File: src/rtl/alu_sched_pkg.sv
// Shared types for the ALU request scheduler: op codes, FSM states and a
// small modular-increment helper used by the round-robin search.
package alu_sched_pkg;

  typedef enum logic [1:0] {
    OP_ADD = 2'b00,
    OP_SUB = 2'b01,
    OP_AND = 2'b10,
    OP_OR  = 2'b11
  } alu_op_t;

  typedef enum logic [1:0] {
    IDLE,
    ISSUE,
    WAIT,
    RESP
  } sched_state_t;

  // (base + off) mod n, valid for base < n and off <= n
  function automatic int unsigned rr_wrap(int unsigned base, int unsigned off,
                                          int unsigned n);
    int unsigned s;
    s = base + off;
    return (s >= n) ? (s - n) : s;
  endfunction

endpackage

File: src/rtl/rr_arbiter.sv
// Combinational round-robin arbiter: grants the first requester found
// searching upward from LAST+1 with wrap-around.
module rr_arbiter
  import alu_sched_pkg::*;
#(
  parameter int N = 4
) (
  input  logic [N-1:0]         REQ,
  input  logic [$clog2(N)-1:0] LAST,
  output logic [N-1:0]         GNT,
  output logic [$clog2(N)-1:0] GNT_IDX
);

  localparam int IDW = $clog2(N);

  // cand[k] is the index examined at search step k+1 after LAST
  logic [N-1:0][IDW-1:0] cand;
  logic [N-1:0]          hit;

  for (genvar gi = 0; gi < N; gi++) begin : g_cand
    assign cand[gi] = IDW'(rr_wrap(int'(LAST), gi + 1, N));
    assign hit[gi]  = REQ[cand[gi]];
  end

  always_comb begin
    logic found;
    found   = 1'b0;
    GNT     = '0;
    GNT_IDX = '0;
    for (int k = 0; k < N; k++) begin
      if (!found && hit[k]) begin
        found          = 1'b1;
        GNT_IDX        = cand[k];
        GNT[cand[k]]   = 1'b1;
      end
    end
  end

endmodule

File: src/rtl/alu_req_scheduler.sv
// Shares one four-function ALU between N_REQ requesters: round-robin grant,
// single operation in flight, fixed-latency capture, tagged response channel.
module alu_req_scheduler
  import alu_sched_pkg::*;
#(
  parameter int N_REQ   = 4,
  parameter int WIDTH   = 8,
  parameter int ALU_LAT = 1
) (
  input  logic                          CLK,
  input  logic                          RST,
  input  logic [N_REQ-1:0]              REQ_VALID,
  output logic [N_REQ-1:0]              REQ_READY,
  input  logic [N_REQ-1:0][1:0]         REQ_OP,
  input  logic [N_REQ-1:0][WIDTH-1:0]   REQ_A,
  input  logic [N_REQ-1:0][WIDTH-1:0]   REQ_B,
  output logic                          EN,
  output logic [1:0]                    SEL,
  output logic [WIDTH-1:0]              ALU_A,
  output logic [WIDTH-1:0]              ALU_B,
  input  logic [WIDTH-1:0]              ALU_RESULT,
  output logic                          RSP_VALID,
  input  logic                          RSP_READY,
  output logic [WIDTH-1:0]              RSP_DATA,
  output logic [$clog2(N_REQ)-1:0]      RSP_ID,
  output logic                          BUSY
);

  localparam int IDW  = $clog2(N_REQ);
  localparam int CNTW = (ALU_LAT > 1) ? $clog2(ALU_LAT) : 1;
  localparam logic [CNTW-1:0] CNT_LOAD = CNTW'(ALU_LAT - 1);
  localparam logic [IDW-1:0]  LAST_RST = IDW'(N_REQ - 1);

  sched_state_t     state_q, state_d;
  logic [IDW-1:0]   last_q, last_d;
  logic [CNTW-1:0]  cnt_q, cnt_d;
  logic             en_q, en_d;
  alu_op_t          sel_q, sel_d;
  logic [WIDTH-1:0] a_q, a_d;
  logic [WIDTH-1:0] b_q, b_d;
  logic             rsp_valid_q, rsp_valid_d;
  logic [WIDTH-1:0] rsp_data_q, rsp_data_d;
  logic [IDW-1:0]   rsp_id_q, rsp_id_d;
  logic             busy_q, busy_d;

  logic [N_REQ-1:0] gnt;
  logic [IDW-1:0]   gnt_idx;
  logic             any_req;

  rr_arbiter #(
    .N(N_REQ)
  ) u_arb (
    .REQ    (REQ_VALID),
    .LAST   (last_q),
    .GNT    (gnt),
    .GNT_IDX(gnt_idx)
  );

  assign any_req = |REQ_VALID;

  // Accept is only offered while idle and never while reset is applied
  assign REQ_READY = (state_q == IDLE && !RST) ? gnt : '0;

  always_comb begin
    state_d     = state_q;
    last_d      = last_q;
    cnt_d       = cnt_q;
    en_d        = 1'b0;
    sel_d       = sel_q;
    a_d         = a_q;
    b_d         = b_q;
    rsp_valid_d = rsp_valid_q;
    rsp_data_d  = rsp_data_q;
    rsp_id_d    = rsp_id_q;

    case (state_q)
      IDLE: begin
        if (any_req) begin
          state_d = ISSUE;
          last_d  = gnt_idx;
          sel_d   = alu_op_t'(REQ_OP[gnt_idx]);
          a_d     = REQ_A[gnt_idx];
          b_d     = REQ_B[gnt_idx];
          en_d    = 1'b1;
        end
      end
      ISSUE: begin
        state_d = WAIT;
        cnt_d   = CNT_LOAD;
      end
      WAIT: begin
        if (cnt_q == '0) begin
          rsp_data_d  = ALU_RESULT;
          rsp_id_d    = last_q;
          rsp_valid_d = 1'b1;
          state_d     = RESP;
        end else begin
          cnt_d = cnt_q - CNTW'(1);
        end
      end
      RESP: begin
        if (RSP_READY) begin
          rsp_valid_d = 1'b0;
          state_d     = IDLE;
        end
      end
      default: begin
        state_d = IDLE;
      end
    endcase

    busy_d = (state_d != IDLE);
  end

  always_ff @(posedge CLK) begin
    if (RST) begin
      state_q     <= IDLE;
      last_q      <= LAST_RST;
      cnt_q       <= '0;
      en_q        <= 1'b0;
      sel_q       <= OP_ADD;
      a_q         <= '0;
      b_q         <= '0;
      rsp_valid_q <= 1'b0;
      rsp_data_q  <= '0;
      rsp_id_q    <= '0;
      busy_q      <= 1'b0;
    end else begin
      state_q     <= state_d;
      last_q      <= last_d;
      cnt_q       <= cnt_d;
      en_q        <= en_d;
      sel_q       <= sel_d;
      a_q         <= a_d;
      b_q         <= b_d;
      rsp_valid_q <= rsp_valid_d;
      rsp_data_q  <= rsp_data_d;
      rsp_id_q    <= rsp_id_d;
      busy_q      <= busy_d;
    end
  end

  assign EN        = en_q;
  assign SEL       = sel_q;
  assign ALU_A     = a_q;
  assign ALU_B     = b_q;
  assign RSP_VALID = rsp_valid_q;
  assign RSP_DATA  = rsp_data_q;
  assign RSP_ID    = rsp_id_q;
  assign BUSY      = busy_q;

endmodule

File: config.mk
export PLATFORM = sky130hd
export DESIGN_NAME = alu_req_scheduler
export DESIGN_NICKNAME = d
export VERILOG_FILES = /design/src/rtl/alu_sched_pkg.sv /design/src/rtl/rr_arbiter.sv /design/src/rtl/alu_req_scheduler.sv
export SDC_FILE = /design/constraint.sdc
export NUM_CORES = 1
export LEC_CHECK = 0
export ABC_AREA = 0
export CELL_PAD_IN_SITES_DETAIL_PLACEMENT = 1
export CELL_PAD_IN_SITES_GLOBAL_PLACEMENT = 1
export CORE_ASPECT_RATIO = 1.4
export CORE_MARGIN = 5
export CORE_UTILIZATION = 28
export DETAILED_ROUTE_END_ITERATION = 12
export MAX_ROUTING_LAYER = met4
export PLACE_DENSITY_LB_ADDON = 0.08
export SLEW_MARGIN = 20
export SYNTH_ARGS = -nofsm -noshare
export SYNTH_HDL_FRONTEND = slang
export SYNTH_HIERARCHICAL = 1
export SYNTH_SLANG_ARGS = --single-unit
File: constraint.sdc
create_clock -name CLK -period 3.3 [get_ports CLK]
set_input_delay 0.825 -clock CLK [delete_from_list [all_inputs] [get_ports CLK]]
set_output_delay 0.825 -clock CLK [all_outputs]
set_load 0.05 [all_outputs]
==> results of run 1 <==
## registers in the layout, summed over array words and instances (netlist names)
register,count
EN,1
RSP_ID,2
state_q,2
RSP_VALID,1
ALU_B,8
ALU_A,8
SEL,2
last_q,2
BUSY,1
RSP_DATA,8
## routing by layer
layer  up-vias  wire length, µm
li1       1180                -
met1      1184             3200
met2        68             4310
met3         8              440
met4         0              127
met5         -                0
## synth_stat cells, drive strengths merged (2+ instances only)
master | n | area, µm²
buf | 16 | 128
mux4 | 20 | 450
a211o | 2 | 17.5
nand3 | 19 | 95.1
nor2 | 8 | 30.0
clkbuf | 7 | 26.3
a22oi | 3 | 22.5
and2 | 4 | 25.0
and3 | 2 | 12.5
a221o | 4 | 45.0
nor3 | 2 | 10.0
ha | 8 | 100
a221oi | 2 | 23.8
nand2 | 36 | 138
o21ai | 24 | 120
nor2b | 5 | 31.3
a21oi | 32 | 160
dfxtp | 35 | 701
inv | 3 | 11.3
o211ai | 2 | 15.0
## power groups by stage
stage                     sequential, mW  clock (mW)  combinational, mW
after floorplan                    0.755           0              0.565
after detailed placement           0.537           0               1.24
final                              0.527       0.546               1.24
after CTS                          0.527       0.557               1.25
after global routing               0.537       0.575               1.34
after global placement             0.532           0               1.23
## cell usage in the layout, fill, tap and decap left out, types with 2 or more instances in the layout
master,netlist,layout
o21ai_0,14,12
inv_1,3,2
and3_1,2,2
and2_1,4,4
ha_1,8,8
nor2b_1,5,5
nor2_1,8,8
clkbuf_16,0,5
nand2_2,1,2
clkdlybuf4s50_1,0,113
dfxtp_1,35,35
mux4_2,20,20
clkbuf_2,0,2
buf_12,0,6
a22oi_1,3,3
buf_4,5,23
o21ai_1,10,12
a211o_1,2,2
nand2_1,35,34
nand3_1,19,19
a221o_2,4,4
a21oi_1,32,31
o211ai_1,2,2
## worst reg2reg max path: stages, from the launching register on
cell and delay [ns]:
dfxtp_1 0.33, inv_1 0.12, ha_1 0.40, buf_4 0.20, nor2b_1 0.08, a22oi_1 0.19
o211ai_1 0.16, a21oi_4 0.26, buf_12 0.19, mux4_2 0.54, nand3_1 0.10, a21oi_1 0.07
## path summary, 6_finish.rpt
check | endpoint | slack (ns) | cells after the start
worst max-delay path | REQ_READY[1] | 0.09 | 8
worst min-delay path | RSP_DATA[1] | 0.45 | 2
worst max register to register | ALU_A[1] | 0.55 | 11
worst min register to register | RSP_DATA[1] | 0.45 | 2
## cell type report
class	instances	area share
flip-flops and latches	35	0.178
clock inverters	2	0.00888
inverters	3	0.00285
repair buffers	146	0.367
multi-input cells	188	0.376
well taps	102	0.0323
clock buffers	6	0.0352
## logic make-up after synthesis
logic type                 count (synthesis)
and+or+nand+nor                           85
DFF                                       35
buffers and inverters                     26
muxes                                     22
adders and majority gates                  8
AOI/OAI and AO/OA                         73
## what timing repair did
action | 4_1_cts | 5_1_grt
gates cloned | 0 | 0
pin swaps | 1 | 0
setup endpoints to repair | 4 | 4
gates resized for setup | 11 | 9
==> results.toml, run 1 <==
[synthesis]
ys_async_sr_fraction = 0
synth_compound_area_frac = 0.193
ys_seq_elements = 35
netlist_area_um2 = 2300
yosys.area_share.simple = 0.182
yosysWarnings = 6
synth_fp_nets = 344
ys_dominant_reg_cell = "dfxtp_1"
syn_area_per_cell_um2 = 9.25
synthXorXnorAreaFrac = 0
synth_fa_ha_area_frac = 0.0435
synth_top_family_by_area = "multiplexers"
synth_cell_types = 41
synthCells = 249
muxShareOfSynthArea = 0.205
seq_area_frac_synth = 0.304
synth-edff-count = 0

[critical_path]
worst_ep_arrival_time_ns = 2.38
cp_max_fo = 7
r2r_start = "last_q[0]"
worstPathRequired_ns = 2.47
crit_path_max_incr_delay_ns = 0.43
crit_chain = "clkdlybuf4s15_2, buf_4, nand3b_1, a2111o_1, nand2_2, a221o_2, and2_1, buf_12"
crit_family = "buffers and inverters"
cp-startpoint = "REQ_VALID[2]"
cp-start-kind = "primary input"
slowest_stage = "a2111o_1"
cp_num_buf_inv = 3
crit_path_end_kind = "output port"
path_class = "in2out"

[pwr]
netSwitchingFraction = 0.371
p_clk_frac = 0.236
peakVddDrop_mv = 0.279
p_switching_mw = 0.859
p_total_mw = 2.31
power_density_nw_per_um2 = 586
seqPwrFrac = 0.228
pwr-share-comb = 0.536
p_int_mw = 1.46
power.leakage_nw = 1.47

[global_routing]
top_usage_layer = "met2"
grt_max_degree = 36
grt_util_all_layers = 0.168
grt_first_pass_wirelength_mm = 13.1
grtUsageMet1 = 0.183
overflow = 0
met3_usage = 0.0224
antenna_found_initial = 0
grt_use_met2 = 0.315
grt_pass1_vias = 2642

[floorplan]
die_w_um = 86.6
die-area_um2 = 10200
start_util = 0.284
row_count = 39
io_pins = 122
core_area_um2 = 8100
die_y_um = 117

[placed_design]
post_dp_cell_area_um2 = 3760
gp_congestion = 0.837
io_buffers = 121
dpl.cell_count = 474
dp_slack_ns = -0.364
dp_hpwl_mm = 6.42

[timing]
setup_ws_ns = 0.0946
worst_pin_slew_ns = 0.810
hold_ws_ns = 0.453
period_share = 0.971
worst_clock_skew_ns = 0.00209
fmax_mhz = 312
hold_viol = 0
min_period_ns = 3.21
setup-tns-final_ns = 0
grt_setup_unrepaired = "no"
setup_viol = 0
slew_headroom = 0.459
finalMaxSlewViolations = 0

[layout]
n_fill_cell = 955
design_area_um2 = 3950
num_antenna_cells = 0
finish.utilization = 0.487
fin_nets = 474
multi_input_area_um2 = 1480
final_cells = 482
areaGrowthSynthToFinish_pct = 71.4
seqCellArea_um2 = 701
drive_gt1_frac = 0.200

[cts]
clockBufferDepth = 2
clk_pin_slew_ns = 0.05
cts_sinks = 35
cts_hold_buf = 0
cts_tree = "yes"
cts_root_buffer = "clkbuf_16"
clk-insertion-delay-late_ns = 0.27
cts_setup_buffers = 0
cts_buffers = 5
h-tree-depth = 2

[routing]
ant_nets = 0
vias = 2440
routed_wl_mm = 8.09
viasPerCell = 5.06
post-route-drc-count = 0
drt_first_iter_violations = 57
drt-pass1-iter-count = 4
wl_per_cell_um = 16.8

[hold_path]
min_from = "RSP_DATA[1]"
hold_path_class = "reg2reg"

[run]
drv_cap = 0

[run_status]
status = "finished, final reports clean"
(Power assumes the default switching activity.)
==> run 2, diff against run 1 <==
--- a/config.mk
+++ b/config.mk
@@ -10,12 +10,11 @@
 export CELL_PAD_IN_SITES_GLOBAL_PLACEMENT = 1
 export CORE_ASPECT_RATIO = 1.4
 export CORE_MARGIN = 5
-export CORE_UTILIZATION = 28
+export CORE_UTILIZATION = 30
 export DETAILED_ROUTE_END_ITERATION = 12
 export MAX_ROUTING_LAYER = met4
 export PLACE_DENSITY_LB_ADDON = 0.08
 export SLEW_MARGIN = 20
 export SYNTH_ARGS = -nofsm -noshare
 export SYNTH_HDL_FRONTEND = slang
-export SYNTH_HIERARCHICAL = 1
 export SYNTH_SLANG_ARGS = --single-unit
==> results.toml, run 2 <==
[global_routing]
overflow = 0
grt_pass1_vias = 3070
grt_util_all_layers = 0.181
grt_max_degree = 36
antenna_found_initial = 0
grt_first_pass_wirelength_mm = 15.7

[timing]
hold_viol = 0
finalMaxSlewViolations = 0
worst_clock_skew_ns = 0.00292
fmax_mhz = 307
min_period_ns = 3.26
setup-tns-final_ns = 0
slew_headroom = 0.472
worst_pin_slew_ns = 0.790
setup_viol = 0
hold_ws_ns = 0.455
grt_setup_unrepaired = "yes"
period_share = 0.987

[routing]
vias = 2929
wl_per_cell_um = 18.0
routed_wl_mm = 9.95
drt-pass1-iter-count = 4
ant_nets = 0
drt_first_iter_violations = 44
post-route-drc-count = 0
viasPerCell = 5.30

[pwr]
p_clk_frac = 0.122
seqPwrFrac = 0.148
peakVddDrop_mv = 0.400
p_int_mw = 2.21
p_switching_mw = 1.83
p_total_mw = 4.04
netSwitchingFraction = 0.452
pwr-share-comb = 0.730
power.leakage_nw = 1.79
power_density_nw_per_um2 = 885

[cts]
cts_root_buffer = "clkbuf_16"
h-tree-depth = 2
cts_sinks = 35
clk_pin_slew_ns = 0.05
cts_buffers = 5
cts_tree = "yes"
cts_hold_buf = 0
clk-insertion-delay-late_ns = 0.28
clockBufferDepth = 2

[layout]
finish.utilization = 0.512
fin_nets = 540
layout_common_cells = "113 x clkdlybuf4s50_1, 38 x mux2i_1, 33 x dfxtp_1"
num_antenna_cells = 0
final_common_cell = "clkdlybuf4s50_1"
areaGrowthSynthToFinish_pct = 67.8
drive_gt1_frac = 0.211

[critical_path]
worstPathRequired_ns = 2.47
cp_num_buf_inv = 4
regToRegEndpoint = "ALU_A[1]"
rr_worst_depth = 11
crit_path_end_kind = "output port"
path_common_cell = "buf_6"
crit_family = "buffers and inverters"
crit_chain = "buf_2, mux4_2, buf_6, nor3_4, buf_6, a221oi_4, nor2_4, buf_12"
slowest_stage = "mux4_2"
crit_path_max_incr_delay_ns = 0.58
r2r_start = "last_q[0]"
cp_max_fo = 7
worst_ep_arrival_time_ns = 2.43
cp-start-kind = "primary input"
path_class = "in2out"
r2r_setup_slack_ns = 0.54

[synthesis]
synth_top_area_cell = "dfxtp_1"
yosysTopAreaCellShare = 0.257
ys_async_sr_fraction = 0
synth-edff-count = 0
synth_commonest_cells = "38 x mux2i_1, 35 x dfxtp_1, 33 x nor2_1"
synthCells = 307
synth_cell_types = 50
ys_dominant_reg_cell = "dfxtp_1"
seq_area_frac_synth = 0.257
synth.area.top_cells = "dfxtp_1 26%, mux2i_1 14%, a21oi_1 5.9%, a211oi_1 5.2%, mux2_4 5.0%"
netlist_area_um2 = 2720
ys_seq_elements = 35
yosysWarnings = 0
synth_most_common_cell = "mux2i_1"
synth_fp_nets = 402
syn_area_per_cell_um2 = 8.87

[hold_path]
hold-path-endpoint = "RSP_DATA[7]"
hold_depth = 2
min_from = "RSP_DATA[7]"
hold_path_class = "reg2reg"

[run_status]
status = "finished, final reports clean"

[floorplan]
die_y_um = 123
die_w_um = 90.5
core_area_um2 = 8930
io_pins = 122
row_count = 41
die-area_um2 = 11100
start_util = 0.305

[placed_design]
io_buffers = 121
gp_congestion = 0.809
dp_hpwl_mm = 7.12

[run]
drv_cap = 0
==> run 2: cell count changes in the layout (fill, tap and decap cells not counted), moves of 9 or more <==
cell | before | now
mux2i_1 | 1 | 38
mux2_4 | 0 | 9
nand3_1 | 19 | 1
o22ai_1 | 1 | 18
a211oi_1 | 0 | 19
o21ai_1 | 12 | 0
mux4_2 | 20 | 4
nor2_1 | 8 | 26
nand2_1 | 34 | 25
==> run 2: stage by stage <==
stage                     instance area, µm²  setup WS (ns)  std cells
after floorplan                         2830        -0.0234        307
after global placement                  4240         -0.309        532
after detailed placement                4240         -0.383        532
after CTS                               4520        0.00864        547
after global routing                    4570        -0.0393        553
final                                   4570         0.0445        553
==> run 2: layout make-up <==
cell class / instances / area, µm²
Clock buffer: 8 / 156
Fill cell: 1033 / 4360
Inverter: 4 / 35.0
Multi-Input combinational cell: 241 / 1950
Sequential cell: 35 / 706
Tap cell: 107 / 134
Timing Repair Buffer: 157 / 1580
Timing Repair inverter: 1 / 8.76
==> run 2: worst register-to-register path, stage by stage, from the launching register on <==
cell	delay (ns)
dfxtp_4	0.39
clkinv_8	0.06
ha_4	0.27
mux4_2	0.51
nand2b_4	0.17
nor3_4	0.24
buf_6	0.15
a311oi_1	0.05
a22o_2	0.28
buf_12	0.17
mux2i_1	0.13
a211oi_1	0.24
==> run 2: cells by family after synthesis <==
logic type,share of synthesized area
simple gates,0.131
compound gates,0.242
mux,0.260
flops,0.257
buf+inv,0.0731
fa+ha+maj,0.0368
==> run 2: how the worst max path moves through the flow <==
stage / start / endpoint / slack, ns / depth (start not counted)
CTS: REQ_VALID[2] / REQ_READY[1] / 0.009 / 8
floorplan: last_q[0] / REQ_READY[0] / -0.02 / 10
finish: REQ_VALID[3] / REQ_READY[1] / 0.04 / 8
global placement: REQ_VALID[3] / REQ_READY[3] / -0.31 / 8
global route: last_q[0] / REQ_READY[1] / -0.04 / 9
detailed placement: REQ_VALID[3] / REQ_READY[1] / -0.38 / 8
==> run 2: power groups by stage <==
stage	clock [mW]	sequential [mW]	combinational (mW)
6_report	0.495	0.597	2.95
5_1_grt	0.525	0.610	3.16
4_1_cts	0.514	0.595	2.93
3_5_place_dp	0	0.600	2.79
3_3_place_gp	0	0.594	2.76
2_1_floorplan	0	0.918	1.70
==> run 2: metal layers <==
metal / part of all wire / global-route usage / vias to the layer above / routed length (µm)
met5: 0 / - / - / 0
met4: 0.018 / 0.0493 / 0 / 179
met3: 0.054 / 0.0356 / 13 / 537
met2: 0.53 / 0.329 / 82 / 5300
met1: 0.40 / 0.200 / 1419 / 3930
li1: - / - / 1415 / -
==> run 2: what timing repair did <==
action,in CTS,in global routing
setup endpoints to repair,4,4
buffers inserted,6,6
resized for setup,24,11
cloned,1,0
pin swaps,8,4
